## config.mk

```make
export PLATFORM = sky130hd
export DESIGN_NAME = wmem_loader
export DESIGN_NICKNAME = d
export VERILOG_FILES = /design/src/rtl/wmem_pkg.sv /design/src/rtl/wmem_row_packer.sv /design/src/rtl/wmem_loader.sv
export SDC_FILE = /design/constraint.sdc
export NUM_CORES = 1
export LEC_CHECK = 0
export ABC_AREA = 1
export BUFFER_PORTS_ARGS = -buffer_cell sky130_fd_sc_hd__clkbuf_2
export CAP_MARGIN = 15
export CORE_ASPECT_RATIO = 0.7
export CORE_UTILIZATION = 45
export CTS_CLUSTER_DIAMETER = 200
export CTS_CLUSTER_SIZE = 16
export DETAILED_ROUTE_END_ITERATION = 16
export PLACE_DENSITY_LB_ADDON = 0.15
export SLEW_MARGIN = 20
export SYNTH_ARGS = -nofsm -noshare
export SYNTH_HDL_FRONTEND = slang
export SYNTH_SLANG_ARGS = --single-unit
```

## constraint.sdc

```tcl
create_clock -name i_clk -period 3 [get_ports i_clk]
set_input_delay 0.6 -clock i_clk [delete_from_list [all_inputs] [get_ports i_clk]]
set_output_delay 0.6 -clock i_clk [all_outputs]
set_load 0.01 [all_outputs]
```

## src/rtl/wmem_pkg.sv

```systemverilog
// Shared definitions for the weight memory, its loader and its readers.
package wmem_pkg;

  // Default geometry of the weight memory
  localparam int WMEM_DATA_WIDTH = 8;
  localparam int WMEM_ROW_NUM    = 6;
  localparam int WMEM_ADDR_WIDTH = 7;

  // Loader control states
  typedef enum logic [1:0] {
    ST_IDLE   = 2'd0,
    ST_LOAD   = 2'd1,
    ST_FINISH = 2'd2
  } wmem_state_e;

endpackage

```

## src/rtl/wmem_row_packer.sv

```systemverilog
// Assembles ROW_NUM consecutive stream words into one packed row.
// Word k of a row lands in bits [k*DATA_WIDTH +: DATA_WIDTH].
// o_row_data already contains the word being accepted, so it is
// complete in the same cycle o_row_full fires.
module wmem_row_packer
  import wmem_pkg::*;
#(
  parameter int DATA_WIDTH    = WMEM_DATA_WIDTH,
  parameter int ROW_NUM       = WMEM_ROW_NUM,
  parameter int ROW_WGT_WIDTH = DATA_WIDTH * ROW_NUM
) (
  input  logic                     i_clk,
  input  logic                     i_rst_n,
  input  logic                     i_clear,
  input  logic                     i_accept,
  input  logic [DATA_WIDTH-1:0]    i_data,
  output logic                     o_row_full,
  output logic [ROW_WGT_WIDTH-1:0] o_row_data
);

  localparam int IDX_W = (ROW_NUM > 1) ? $clog2(ROW_NUM) : 1;
  localparam logic [IDX_W-1:0] LAST_IDX = IDX_W'(ROW_NUM - 1);

  logic [IDX_W-1:0]         word_idx_p0;
  logic [ROW_WGT_WIDTH-1:0] row_asm_p0;

  assign o_row_full = i_accept && (word_idx_p0 == LAST_IDX);

  // Word index: control state, cleared on reset, on a new load and after each full row
  always_ff @(posedge i_clk or negedge i_rst_n) begin
    if (!i_rst_n) begin
      word_idx_p0 <= '0;
    end else if (i_clear || o_row_full) begin
      word_idx_p0 <= '0;
    end else if (i_accept) begin
      word_idx_p0 <= word_idx_p0 + IDX_W'(1);
    end
  end

  // Row assembly: pure datapath, every slot is rewritten before a row is emitted
  always_ff @(posedge i_clk) begin
    if (i_accept) begin
      row_asm_p0[word_idx_p0*DATA_WIDTH +: DATA_WIDTH] <= i_data;
    end
  end

  // Merge the word being accepted into the partial row
  always_comb begin
    o_row_data = row_asm_p0;
    o_row_data[word_idx_p0*DATA_WIDTH +: DATA_WIDTH] = i_data;
  end

endmodule

```

## src/rtl/wmem_loader.sv

```systemverilog
// Streams weight words into the weight memory one packed row at a time,
// writing rows to consecutive addresses from a base given at start.
module wmem_loader
  import wmem_pkg::*;
#(
  parameter int DATA_WIDTH    = WMEM_DATA_WIDTH,
  parameter int ROW_NUM       = WMEM_ROW_NUM,
  parameter int ADDR_WIDTH    = WMEM_ADDR_WIDTH,
  parameter int ROW_WGT_WIDTH = DATA_WIDTH * ROW_NUM
) (
  input  logic                     i_clk,
  input  logic                     i_rst_n,
  input  logic                     i_start,
  input  logic [ADDR_WIDTH-1:0]    i_base_addr,
  input  logic [ADDR_WIDTH-1:0]    i_num_rows,
  input  logic                     i_data_valid,
  input  logic [DATA_WIDTH-1:0]    i_data,
  output logic                     o_data_ready,
  output logic                     o_wr_en,
  output logic [ADDR_WIDTH-1:0]    o_wr_addr,
  output logic [ROW_WGT_WIDTH-1:0] o_wr_data,
  output logic                     o_busy,
  output logic                     o_done
);

  wmem_state_e state_q, state_d;

  logic                     load_start;
  logic                     accept;
  logic                     row_full;
  logic                     last_row;
  logic [ROW_WGT_WIDTH-1:0] row_data;

  logic [ADDR_WIDTH-1:0]    base_q;
  logic [ADDR_WIDTH-1:0]    rows_q;
  logic [ADDR_WIDTH-1:0]    row_idx_q;

  logic                     wr_en_p1;
  logic [ADDR_WIDTH-1:0]    wr_addr_p1;
  logic [ROW_WGT_WIDTH-1:0] wr_data_p1;
  logic                     done_p1;

  // Ready is a pure state decode so it never depends on i_data_valid
  assign o_data_ready = (state_q == ST_LOAD);
  assign accept       = i_data_valid && o_data_ready;
  assign last_row     = (row_idx_q == (rows_q - ADDR_WIDTH'(1)));
  assign o_busy       = (state_q == ST_LOAD) || (state_q == ST_FINISH);

  wmem_row_packer #(
    .DATA_WIDTH    (DATA_WIDTH),
    .ROW_NUM       (ROW_NUM),
    .ROW_WGT_WIDTH (ROW_WGT_WIDTH)
  ) u_packer (
    .i_clk      (i_clk),
    .i_rst_n    (i_rst_n),
    .i_clear    (load_start),
    .i_accept   (accept),
    .i_data     (i_data),
    .o_row_full (row_full),
    .o_row_data (row_data)
  );

  // State register
  always_ff @(posedge i_clk or negedge i_rst_n) begin
    if (!i_rst_n) begin
      state_q <= ST_IDLE;
    end else begin
      state_q <= state_d;
    end
  end

  // Next-state decode; a zero-row start goes straight to FINISH with no writes
  always_comb begin
    state_d    = state_q;
    load_start = 1'b0;
    case (state_q)
      ST_IDLE: begin
        if (i_start) begin
          if (i_num_rows != '0) begin
            state_d    = ST_LOAD;
            load_start = 1'b1;
          end else begin
            state_d = ST_FINISH;
          end
        end
      end
      ST_LOAD: begin
        if (row_full && last_row) begin
          state_d = ST_FINISH;
        end
      end
      ST_FINISH: begin
        state_d = ST_IDLE;
      end
      default: begin
        state_d = ST_IDLE;
      end
    endcase
  end

  // Load parameters and row counter, latched only on an accepted start
  always_ff @(posedge i_clk or negedge i_rst_n) begin
    if (!i_rst_n) begin
      base_q    <= '0;
      rows_q    <= '0;
      row_idx_q <= '0;
    end else if (load_start) begin
      base_q    <= i_base_addr;
      rows_q    <= i_num_rows;
      row_idx_q <= '0;
    end else if (row_full) begin
      row_idx_q <= row_idx_q + ADDR_WIDTH'(1);
    end
  end

  // ---- stage p1: registered write port and completion pulse ----
  // Address and data hold their last values between strobes; the address wraps modulo 2^ADDR_WIDTH
  always_ff @(posedge i_clk or negedge i_rst_n) begin
    if (!i_rst_n) begin
      wr_en_p1   <= 1'b0;
      wr_addr_p1 <= '0;
      wr_data_p1 <= '0;
      done_p1    <= 1'b0;
    end else begin
      wr_en_p1 <= row_full;
      done_p1  <= (state_q == ST_FINISH);
      if (row_full) begin
        wr_addr_p1 <= base_q + row_idx_q;
        wr_data_p1 <= row_data;
      end
    end
  end

  assign o_wr_en   = wr_en_p1;
  assign o_wr_addr = wr_addr_p1;
  assign o_wr_data = wr_data_p1;
  assign o_done    = done_p1;

endmodule

```

# Word-level counts from Yosys, hierarchy flattened
# Cells that the tools add are included.
[word_totals] regBits=131 input_bits=26 elab_cells=45
[op_classes] n_addsub=5 n_eq_ne=6 shifts=2 n_mux=12 n_reduce_logical=10
[op_table] op="48-bit bitwise mux" count=1
[op_table] op="8-bit by 34-bit variable shift with 48-bit output, first input constant" count=1
[op_table] op="8-bit by 34-bit indexed part select with 48-bit output" count=1
[op_table] op="6-bit negator with 34-bit output" count=1
[op_table] op="7-bit two-way mux" count=2
[op_table] op="7-bit by 1-bit adder with 7-bit output, second input constant" count=1
[op_table] op="7-bit adder" count=1
[op_table] op="7-bit == test" count=1
[op_table] op="7-bit nonzero test" count=1
[op_table] op="7-bit by 1-bit subtractor with 7-bit output, second input constant" count=1
[op_table] op="2-bit two-way mux" count=3
[op_table] op="3-bit two-way mux" count=2
[op_table] op="2-bit case mux with 2 select lines" count=1
[op_table] op="2-bit nonzero test" count=2
[op_table] op="3-bit by 1-bit adder with 3-bit output, second input constant" count=1
[op_table] op="3-bit == test, second input constant" count=1
[op_table] op="1-bit logical AND" count=3
[op_table] op="1-bit two-way mux" count=3
[op_table] op="2-bit by 1-bit == test with 1-bit output, second input constant" count=1
[op_table] op="2-bit == test, second input constant" count=1
[op_table] op="2-bit zero test" count=1
[op_table] op="1-bit logical OR" count=2
[op_table] op="2-bit by 1-bit inequality test with 1-bit output, second input constant" count=1
[op_table] op="2-bit inequality test, second input constant" count=1
[op_table] op="2-bit AND reduction" count=1

# Logic depth before layout (Yosys ltp)
[depth] ltp_word=6 depth_mapped=14 depth_no_buf=14

# Hierarchy
# A second synthesis with hierarchy kept.
[hier_totals] cells_unflattened=680 hier_area_um2=6219.7
[modules_own_cells] module="wmem_loader" instances=1 cells_per_inst=426 area_each_um2=3567.2 seq_area_each_um2=2001.9
[modules_own_cells] module="wmem_row_packer" instances=1 cells_per_inst=254 area_each_um2=2652.5 seq_area_each_um2=1516.5

# Least setup slack after synthesis
# OpenSTA, ideal clock, no wires.
[synth_path] path_kind="reg-to-reg" startpoint="register state_q[1]" endpoint="register u_packer.word_idx_p0[2]" setup_time_ns=0.119 t_arrival_ns=2.123 required_time_ns=2.881 setup_slack_ns=0.758 path_stages_with_launch=8 path_buffers=0 period_less_slack_ns=2.242 path_cell_list="dfrtp_1 > inv_1 > ha_1 > nand2_1 > inv_1 > nand3_1 > nand2_1 > nor2_1"
[synth_between] elab_chain_cells=5
[synth_lines] item="from (decl)" line="wmem_loader.sv:26" rtl="wmem_state_e state_q, state_d;"
[synth_lines] item="from (signal assigned)" line="wmem_loader.sv:68" rtl="state_q <= state_d;"
[synth_lines] item="2-bit by 1-bit == test with 1-bit output *" line="wmem_loader.sv:44" rtl="assign o_data_ready = (state_q == ST_LOAD);"
[synth_lines] item="named net o_data_ready" line="wmem_loader.sv:18" rtl="output logic o_data_ready,"
[synth_lines] item="1-bit logical AND *" line="wmem_loader.sv:45" rtl="assign accept = i_data_valid && o_data_ready;"
[synth_lines] item="named net accept" line="wmem_loader.sv:29" rtl="logic accept;"
[synth_lines] item="1-bit logical AND" line="wmem_row_packer.sv:27" rtl="assign o_row_full = i_accept && (word_idx_p0 == LAST_IDX);"
[synth_lines] item="1-bit logical OR" line="wmem_row_packer.sv:33" rtl="end else if (i_clear || o_row_full) begin"
[synth_lines] item="3-bit two-way mux / 2-bit nonzero test (equally long branches)"
[synth_lines] item="to (signal assigned)" line="wmem_row_packer.sv:36" rtl="word_idx_p0 <= word_idx_p0 + IDX_W'(1);"
[synth_lines] item="to (decl)" line="wmem_row_packer.sv:24" rtl="logic [IDX_W-1:0] word_idx_p0;"
# Mark *: on every way through the listed nets, which the timed path passes. The rest lies on a longest branch.
# A chain may end at the register's enable or synchronous reset.

# Worst setup path after layout
[layout_path] startpoint="register u_packer.word_idx_p0[0]" endpoint="register wr_data_p1[47], in the netlist o_wr_data[47]"
[layout_between] elab_chain_cells=3
[layout_lines] item="6-bit negator with 34-bit output *" line="wmem_row_packer.sv:50" rtl="o_row_data[word_idx_p0*DATA_WIDTH +: DATA_WIDTH] = i_data;"
[layout_lines] item="8-bit by 34-bit indexed part select with 48-bit output / 8-bit by 34-bit variable shift with 48-bit output (equally long branches)" line="wmem_row_packer.sv:50"
[layout_lines] item="48-bit bitwise mux *" line="wmem_row_packer.sv:50"
[layout_lines] item="named net row_data[47]" line="wmem_loader.sv:32" rtl="logic [ROW_WGT_WIDTH-1:0] row_data;"
[layout_lines] item="to (signal assigned)" line="wmem_loader.sv:129" rtl="wr_data_p1 <= row_data;"
[layout_lines] item="to (decl)" line="wmem_loader.sv:40" rtl="logic [ROW_WGT_WIDTH-1:0] wr_data_p1;"
# Marks and branches as above.

==> metrics.md <==
| Metric | Value |
|---|---|
| Worst setup EP type | `flip-flop` |
| Required time worst endpoint | `3340 ps` |
| Wire per inst | `about 15 microns` |
| Avg Vias per Cell | `5.04` |
| First-pass GRT wire length | `~23000 microns` |
| Final GP Congestion | `between 0.8 and 0.9` |
| Layout cells sized above 1 | `0.191` |
| Area grow syn2layout | `20.3%` |
| I/O pin count | `85` |
| CTS Buf Count | `17` |
| Fin area | `7250 sq um` |
| Worst-path clk slew | `60 ps` |
| Mean Syn Cell Area | `9.30 sq um` |
| Top-area cell type share of the netlist area | `0.345` |
| Num rows | `34` |
| Final nets | `778` |
| Final Hold Fails | `0` |
| Maximum clock rate | `0.393 GHz` |
| Power Dens Cells | `886 nW/um^2` |
| Antenna violations before repair | `0` |
| Post-route ant nets | `0` |
| Initial core utilization | `0.474` |
| Largest family of logic cells by synthesized area | `simple AND/OR/NAND/NOR gates` |
| Hold depth | `3` |
| Synth Area in XOR/XNOR | `0.0116` |
| Sequential cell area fraction in the yosys report | `0.584` |
| Slew headroom | `0.571` |
| CP startpoint kind | `flip-flop` |
| CTS max path bufs | `2` |
| Die height | `98.8 microns` |
| Global Route Usage Sum | `0.212` |
| CTS root buf | `clkbuf_16` |
| CP Class | `reg -> reg` |
| Placed Area | `6580 sq um` |
| HP Start | `i_base_addr[5]` |
| Crit-path max FO | `18` |
| Synth Register Bits | `~130` |
| Synth Area in Compound Gates | `0.0793` |
| Cells after Synth | `648` |
| Critical Path AT | `2890 ps` |
| Hold Path Class | `in -> reg` |
| Post-layout min period | `roughly 2500 ps` |
| Post-synth cell types | `35` |
| Drt pass-1 iters | `4` |
| Cell taking the most area after synthesis | `dfrtp_1` |
| Starting DRC count in detailed routing | `around 380` |
| Clock Latency Late Sink | `410 ps` |
| DP HPWL | `9280 microns` |
| Pins over their slew limit | `0` |
| Status | `finished clean` |
| CTS H-tree lvls | `4` |
| Tightest Pin Transition | `641 ps` |
| Fin crit share | `0.848` |
| Min Hold Slack | `about 380 ps` |
| Worst Reg2Reg Path Length in Cells | `8` |
| Syn nets | `approximately 690` |
| Final setup vio count | `0` |
| Worst Setup SP | `u_packer.word_idx_p0[0]` |
| Port-buffer cells | `84` |
| Core area | `12700 sq um` |
| Max-cap violations | `0` |
| Ranking of synthesized cells by area | `dfrtp_1, edfxtp_1, nand2_1` |
| Diode count | `0` |
| Mapped Area | `6030 sq um` |
| Post-Synth Simple-Gate Area | `0.236` |
| Die width | `140 microns` |
| Via count of the routed design | `approximately 4600` |
| GRT overflow | `0` |
| RSZ-0062 raised after global routing | `false` |
| Vias in the first global route | `4474` |
| DRC | `0` |
| VDD IR-drop max | `0.565 mV` |
| Reg2reg start | `u_packer.word_idx_p0[0]` |
| Largest net degree at the start of global routing | `83` |
| Dpl cells | `around 900` |
| Clk sink count | `131` |
| Finished Layout Cells | `909` |
| LEAKAGE | `roughly 3.6 nW` |
| Final WL | `13500 microns` |
| TNS Setup | `0 ps` |
| Post-cts resize count | `0` |
| # Post-CTS Setup Buffers | `0` |
| Die area | `~14000 sq um` |
| Adder-cell area share of the yosys netlist | `0.0386` |
| Mux share of post-synthesis cell area | `0` |
| Synth Warn # | `0` |
| Fin Clk Skew | `11.9 ps` |
| CTS tree | `built` |
## sequential cells by signal (all words and copies together) (netlist names)
| signal | count |
|---|---|
| o_wr_data | 48 |
| u_packer.row_asm_p0 | 48 |
| base_q | 7 |
| o_wr_addr | 7 |
| row_idx_q | 7 |
| rows_q | 7 |
| u_packer.word_idx_p0 | 3 |
| state_q | 2 |
| o_done | 1 |
| o_wr_en | 1 |
## worst max-delay path, cell delays in order, from the launching register on
cell     delay (ps)
dfrtp_1         570
inv_1           200
ha_1            700
inv_1           180
nor4_1          290
inv_1            80
o21ai_0         280
nand2_1         100
nand2_1          70
## cell families after synthesis
logic type / Yosys count
buffers and inverters: 65
AO/OA/AOI/OAI: 85
AND/OR/NAND/NOR: 341
XOR/XNOR: 8
adder cells (fa/ha/maj): 18
flip-flops: 131
## cell usage in the layout, fill, tap and decap left out, types with 2 or more instances in the layout
cell type and count:
nand2_1 270, dfrtp_1 83, clkbuf_2 83, o21ai_0 57, edfxtp_1 48, inv_1 38
nand3_1 29, nor2_1 21, ha_1 17, clkbuf_16 17, o21ai_2 12, a21oi_1 10
xor2_1 6, bufinv_16 6, buf_4 5, nor3_1 4, inv_6 3, o21ai_1 3
nand3b_1 3, nor3_4 2, nand3_2 2, o31ai_1 2, nor4_1 2, clkinv_1 2
xnor2_1 2, clkbuf_1 2, clkinvlp_4 2, buf_12 2
## power by group
| part | switching [mW] | internal (mW) | total, mW |
|---|---|---|---|
| Clock | 0.772 | 1.56 | 2.33 |
| Combinational | 1.10 | 0.534 | 1.64 |
| Sequential | 0.192 | 2.27 | 2.46 |
## worst paths after layout
kind	end	slack (ps)
worst max-delay path	o_wr_data[47]	460
worst min-delay path	base_q[5]	380
worst max register to register	o_wr_data[47]	460
worst min register to register	o_wr_data[33]	470
max in group asynchronous	o_wr_data[7]	1880
min in group asynchronous	o_done	520
## Yosys cell counts (all sizes together)
library cell / n
a21oi: 10
o31ai: 2
nand2: 271
inv: 40
xnor2: 2
buf: 15
clkinv: 1
o21ai: 72
or2: 1
o21bai: 1
nand4: 2
nand3: 32
ha: 17
nor3: 6
edfxtp: 48
nor2: 23
and3: 1
fa: 1
nand3b: 3
xor2: 6
clkbuf: 9
nor4: 2
dfrtp: 83
## area by class of cell
type / count / area (sq um)
clock buffer: 19 / 433
sequential: 131 / 3520
timing repair buffer: 91 / 503
clock inverter: 13 / 230
inverter: 41 / 159
multi-input combinational: 452 / 2210
tap: 162 / 203
fill: 1101 / 5470
## through the flow
stage | power [mW] | setup slack [ps] | utilization
detailed placement | 4.13 | 484 | 0.517
finish | 6.43 | 457 | 0.570
global route | 6.83 | 188 | 0.570
CTS | 6.48 | 463 | 0.570
floorplan | 3.72 | 758 | -
global placement | 4.08 | 552 | 0.517
## layer usage
metal	share of wire	up-vias	track usage
met3	0.049	12	0.0462
met5	0	-	0
met4	0.0079	0	0.0558
li1	-	2290	-
met2	0.43	123	0.313
met1	0.52	2153	0.315
## what timing repair did
item	CTS	global route
hold buffers	1	0
setup endpoints to repair	0	0
endpoints found under the hold margin	1	0
Power figures use the tool's default switching activity.
